$ cat src/rtl/cbus_arbiter_if.sv
// cbus_arbiter_if: cache-bus request/response types and the arbiter's master-side and memory-side bundle
package cbus_pkg;
    localparam logic [1:0] MLEN1 = 2'd0, MLEN2 = 2'd1, MLEN4 = 2'd2, MLEN8 = 2'd3;
    typedef struct packed {
        logic        valid;
        logic        is_write;
        logic [2:0]  size;
        logic [31:0] addr;
        logic [3:0]  strobe;
        logic [31:0] data;
        logic [1:0]  len;
    } cbus_req_t;
    typedef struct packed {
        logic        ready;
        logic        last;
        logic [31:0] data;
    } cbus_resp_t;
endpackage

interface cbus_arbiter_if #(parameter int N_PORTS = 2);
    import cbus_pkg::*;
    cbus_req_t  ireqs  [N_PORTS];
    cbus_resp_t iresps [N_PORTS];
    cbus_req_t  oreq;
    cbus_resp_t oresp;
    modport master (output ireqs, input iresps, input oreq, output oresp);
    modport slave  (input ireqs, output iresps, output oreq, input oresp);
endinterface

$ cat src/rtl/cbus_arbiter.sv
// cbus_arbiter: round-robin arbiter that grants one cache-bus master per burst onto the memory cbus
module cbus_arbiter
    import cbus_pkg::*;
#(
    parameter int N_PORTS  = 2,
    parameter int IDX_BITS = $clog2(N_PORTS)
) (
    input logic           clk,
    input logic           resetn,
    cbus_arbiter_if.slave bus
);
    typedef enum logic {IDLE, BUSY} state_t;
    state_t state, state_nxt;
    logic [IDX_BITS-1:0] sel, sel_nxt, rr_ptr, rr_ptr_nxt, grant_idx;
    logic any_valid, burst_done, active;

    // Port reached by stepping off positions from the pointer; the wrap compares against N_PORTS so odd sizes work
    function automatic logic [IDX_BITS-1:0] port_at(input logic [IDX_BITS-1:0] ptr, input int off);
        int p;
        p = int'(ptr) + off;
        return IDX_BITS'(p >= N_PORTS ? p - N_PORTS : p);
    endfunction

    // Scan from the far end back toward rr_ptr so the closest valid port is the one left standing
    always_comb begin
        grant_idx = '0;
        any_valid = 1'b0;
        for (int i = N_PORTS - 1; i >= 0; i--) begin
            if (bus.ireqs[port_at(rr_ptr, i)].valid) begin
                grant_idx = port_at(rr_ptr, i);
                any_valid = 1'b1;
            end
        end
    end

    // Grant on the first IDLE cycle with a request; only the final response beat releases it
    always_comb begin
        burst_done = state == BUSY && bus.oresp.ready && bus.oresp.last;
        state_nxt  = (state == IDLE && any_valid) ? BUSY : burst_done ? IDLE : state;
        sel_nxt    = (state == IDLE && any_valid) ? grant_idx : sel;
        rr_ptr_nxt = !burst_done ? rr_ptr : (sel == IDX_BITS'(N_PORTS - 1)) ? '0 : sel + IDX_BITS'(1);
    end

    // Pure pass-through while granted; resetn gates it so outputs clear without waiting for a clock
    always_comb begin
        active   = state == BUSY && resetn;
        bus.oreq = active ? bus.ireqs[sel] : '0;
        for (int i = 0; i < N_PORTS; i++)
            bus.iresps[i] = (active && sel == IDX_BITS'(i)) ? bus.oresp : '0;
    end

    // State, grant and round-robin pointer registers
    always_ff @(posedge clk or negedge resetn) begin
        if (!resetn) begin
            state  <= IDLE;
            sel    <= '0;
            rr_ptr <= '0;
        end else begin
            state  <= state_nxt;
            sel    <= sel_nxt;
            rr_ptr <= rr_ptr_nxt;
        end
    end
endmodule
$ cat src/flat_wrapper.sv
// flat-port wrapper written by rule: the top's interface ports become plain ports
module cbus_arbiter_flat import cbus_pkg::*;
#(
    parameter int N_PORTS  = 2,
    parameter int IDX_BITS = $clog2(N_PORTS)
)
  (clk, resetn, bus_ireqs, bus_iresps, bus_oreq, bus_oresp);
  cbus_arbiter_if #(.N_PORTS(N_PORTS)) bus_i ();
  input logic clk;
  input logic resetn;
  input wire logic [$bits(bus_i.ireqs)-1:0] bus_ireqs;
  output wire logic [$bits(bus_i.iresps)-1:0] bus_iresps;
  output wire logic [$bits(bus_i.oreq)-1:0] bus_oreq;
  input wire logic [$bits(bus_i.oresp)-1:0] bus_oresp;
  assign bus_i.ireqs = {>>{bus_ireqs}};
  assign bus_iresps = {>>{bus_i.iresps}};
  assign bus_oreq = bus_i.oreq;
  assign bus_i.oresp = bus_oresp;
  cbus_arbiter #(.N_PORTS(N_PORTS), .IDX_BITS(IDX_BITS)) u_core (.clk(clk), .resetn(resetn), .bus(bus_i));
endmodule
$ cat config.mk
export PLATFORM = sky130hd
export DESIGN_NAME = cbus_arbiter_flat
export DESIGN_NICKNAME = d
export VERILOG_FILES = /design/src/rtl/cbus_arbiter_if.sv /design/src/rtl/cbus_arbiter.sv /design/src/flat_wrapper.sv
export SDC_FILE = /design/constraint.sdc
export NUM_CORES = 1
export LEC_CHECK = 0
export ABC_AREA = 1
export CORE_AREA = 4 4 127 129
export DETAILED_ROUTE_END_ITERATION = 8
export DIE_AREA = 0 0 131 133
export SLEW_MARGIN = 20
export SYNTH_ARGS = -nofsm -noshare
export SYNTH_HDL_FRONTEND = slang
export SYNTH_SLANG_ARGS = --single-unit
$ cat constraint.sdc
create_clock -name clk -period 2.4 [get_ports clk]
set_clock_uncertainty 0.15 [all_clocks]
set_input_delay 0.36 -clock clk [delete_from_list [all_inputs] [get_ports clk]]
set_output_delay 0.36 -clock clk [all_outputs]
set_load 0.01 [all_outputs]
==> results.py <==
metrics = {
    "run_status": {
        "outcome": "complete, no violations",
    },
    "power": {
        "ir_drop_mv": 0.422,
        "power.switching_mw": 1.68,
        "p_leak_nw": 2.87,
        "power.density_nw_per_um2": 609,
        "pwr-share-seq_pct": 3.4,
        "p_sw_share_pct": 50.4,
        "clkPwrFrac_pct": 7.9,
        "p_int_mw": 1.66,
        "p_comb_share_pct": 88.8,
    },
    "layout": {
        "fillers": 1649,
        "fin_cells": 892,
        "layout-drive-gt1-share_pct": 11.6,
        "regArea_sq_um": 76.3,
        "syn2layout_area_growth_pct": 178,
        "n_antenna_cell": 0,
        "multi_input_area_sq_um": 1480,
        "final_nets": 891,
    },
    "placed_design": {
        "io_buffers": 328,
        "dp_hpwl_um": 10600,
        "dp.cells": 884,
        "place.gp.congestion": 0.826,
    },
    "synthesis": {
        "syn_inst": 381,
        "synth_top_area_share_pct": 30.1,
        "ys_seq_area_share_pct": 3.81,
        "synth_seq_cells": 3,
        "yosys.area.top_type": "nand2_1",
        "syn_nets": 567,
        "synthesis.area_sq_um": 1970,
        "netlist_top_cells_area": "nand2_1 (30%), a21oi_2 (22%), nor2_1 (13%)",
        "ys_types": 16,
        "ys_warn_count": 0,
        "avgSynthCellArea_sq_um": 5.17,
    },
    "worst_setup_path": {
        "r2r_setup_slack_ps": 1150,
        "crit_required_ps": 1890,
        "critical-path-slowest-cell": "clkdlybuf4s50_1",
        "crit_path_cell_trace": "clkdlybuf4s50_1, nand2_4, buf_4, buf_12, buf_12, a21oi_2, dlygate4sd2_1",
        "slowest_delay_ps": 520,
        "endpoint_kind": "output port",
        "path_buf_inv": 5,
        "crit_fanout": 13,
        "cpLargestDelayFamily": "buffers and inverters",
        "crit_start": "resetn",
        "r2r_cells": 4,
        "crit_end": "bus_oreq[44]",
        "path_depth": 7,
        "crit_top_cell": "buf_12",
        "cp.arrival_ps": 1850,
        "r2r_end": "u_core.sel",
        "reg2reg_from": "u_core.sel",
        "start_kind": "input pin",
        "critical_path_class": "in -> out",
    },
    "floorplanning": {
        "die_w_um": 131,
        "io_pins": 329,
        "rows": 45,
        "die-area_sq_um": 17400,
        "core_sq_um": 15000,
        "dieHeight_um": 133,
        "initial_utilization_pct": 13.1,
    },
    "detailed_routing": {
        "dr.pass1.iters": 4,
        "drt-initial-drc-count": 82,
        "drc": 0,
        "via_per_inst": 3.95,
        "avgRoutedWirePerCell_um": 14.7,
        "postRouteAntennaNets": 0,
        "drt_wl_total_um": 13100,
        "route.vias.total": 3526,
    },
    "grt": {
        "antenna_found_initial": 0,
        "grt_pass1_wl_um": 17600,
        "grt_util_met2_pct": 24.5,
        "grt_max_degree": 53,
        "grt.total_usage_pct": 12.5,
        "gr-usage-met1_pct": 13.5,
        "grt_remaining_overflow": 0,
        "grt_util_met3_pct": 2.79,
        "first_global_vias": 3404,
        "grt.busiest_layer": "met2",
    },
    "timing": {
        "timing.final.crit_share_pct": 98.3,
        "fmax_ghz": 0.424,
        "finalSetupViolations": 0,
        "hold_viol_final": 0,
        "hold-worst-slack_ps": 333,
        "finalMaxSlewViolations": 0,
        "relSlewSlack_pct": 85.0,
        "period_needed_ps": 2360,
        "worst_pin_slew_ps": 225,
        "rsz0062_at_grt": "false",
    },
    "clock_network": {
        "htree_levels": 1,
        "ctsHoldBuffers": 0,
        "cts.clk_slew.worst_paths_ps": 30,
        "root_buffer": "clkbuf_16",
        "clk_latency_ps": 220,
        "numCtsBuffers": 3,
        "clockBufferDepth": 2,
        "clock_sinks": 3,
        "cts_tree": "yes",
    },
    "job": {
        "max_cap_violations": 0,
    },
    "hold_path": {
        "worst_hold_path_type": "reg -> reg",
    },
}
[cells in the mapped netlist]
| cell | number |
|---|---|
| a21oi_1 | 25 |
| a21oi_2 | 50 |
| buf_2 | 6 |
| buf_4 | 4 |
| buf_6 | 19 |
| clkbuf_1 | 2 |
| dfrtp_1 | 3 |
| inv_1 | 36 |
| inv_2 | 1 |
| inv_4 | 1 |
| nand2_1 | 158 |
| nand2_2 | 1 |
| nand2_4 | 2 |
| nand3_1 | 4 |
| nand4_1 | 1 |
| nor2_1 | 68 |
[cell usage in the layout, fill, tap and decap left out, drive strengths merged]
| master | n |
|---|---|
| a21oi | 75 |
| buf | 20 |
| clkbuf | 6 |
| clkdlybuf4s15 | 4 |
| clkdlybuf4s50 | 196 |
| dfrtp | 3 |
| dlygate4sd2 | 124 |
| dlymetal6s2s | 4 |
| inv | 38 |
| nand2 | 161 |
| nand3 | 4 |
| nand4 | 1 |
| nor2 | 68 |
[worst min-delay path by stage]
stage | from | endpoint | slack [ps] | depth (start not counted)
6_report | u_core.rr_ptr | u_core.rr_ptr | 330 | 2
5_1_grt | resetn | u_core.state | 360 | 2
4_1_cts | u_core.rr_ptr | u_core.rr_ptr | 340 | 2
3_5_place_dp | u_core.rr_ptr | u_core.rr_ptr | 330 | 2
3_3_place_gp | u_core.rr_ptr | u_core.rr_ptr | 330 | 2
2_1_floorplan | resetn | u_core.rr_ptr | -90 | 0
[worst register-to-register path, stage by stage (launching register included)]
cell       delay (ps)
dfrtp_2           460
buf_4             180
clkbuf_16         190
nand3_1           100
nand2_1            50
[metal layers]
| layer | vias up | share of wire, % | wire [um] |
|---|---|---|---|
| met1 | 1537 | 39 | 5100 |
| met4 | 0 | 0.58 | 76 |
| met3 | 4 | 9.9 | 1300 |
| met2 | 184 | 51 | 6660 |
| met5 | - | 0 | 0 |
| li1 | 1801 | - | - |
[metrics by stage]
step	TNS [ps]	power (mW)	worst slack (ps)	instance area, sq um	util, %
2_1_floorplan	0	1.73	869	1970	-
3_3_place_gp	-11550	3.27	-209	5460	36.3
3_5_place_dp	-12900	3.26	-236	5460	36.3
4_1_cts	0	3.26	19.1	5400	35.9
5_1_grt	0	3.62	2.60	5480	36.4
6_report	0	3.34	39.8	5480	36.4
[sequential cells by signal, indices dropped and copies added, names as in the netlist]
| signal | cells |
|---|---|
| u_core.rr_ptr | 1 |
| u_core.state | 1 |
| u_core.sel | 1 |
[power groups by stage]
stage	Sequential (mW)	Combinational [mW]	Clock [mW]
after global placement	0.111	3.16	0
after CTS	0.118	2.88	0.265
after floorplan	0.0914	1.64	0
final	0.112	2.96	0.262
after global routing	0.115	3.23	0.270
after detailed placement	0.111	3.15	0
[final cells by class]
| class | count | share of cell area, % |
|---|---|---|
| Timing Repair Buffer | 350 | 63.1 |
| Clock buffer | 4 | 1.44 |
| Sequential cell | 3 | 1.39 |
| Inverter | 38 | 2.74 |
| Tap cell | 188 | 4.29 |
| Multi-Input combinational cell | 309 | 27.1 |
[repair_timing]
action	CTS	global route
setup endpoints to repair	129	14
buffers inserted	0	2
cloned	0	2
resized for setup	132	9
[cells by family (layout without fill, tap and decap cells)]
family                 count (synthesis)  count (layout)  synth area share [%]
DFF                                    3               3                  3.81
buffers and inverters                 69             392                  21.7
and+or+nand+nor                      234             234                  45.9
AOI/OAI and AO/OA                     75              75                  28.6
Power figures use the tool's default switching activity.
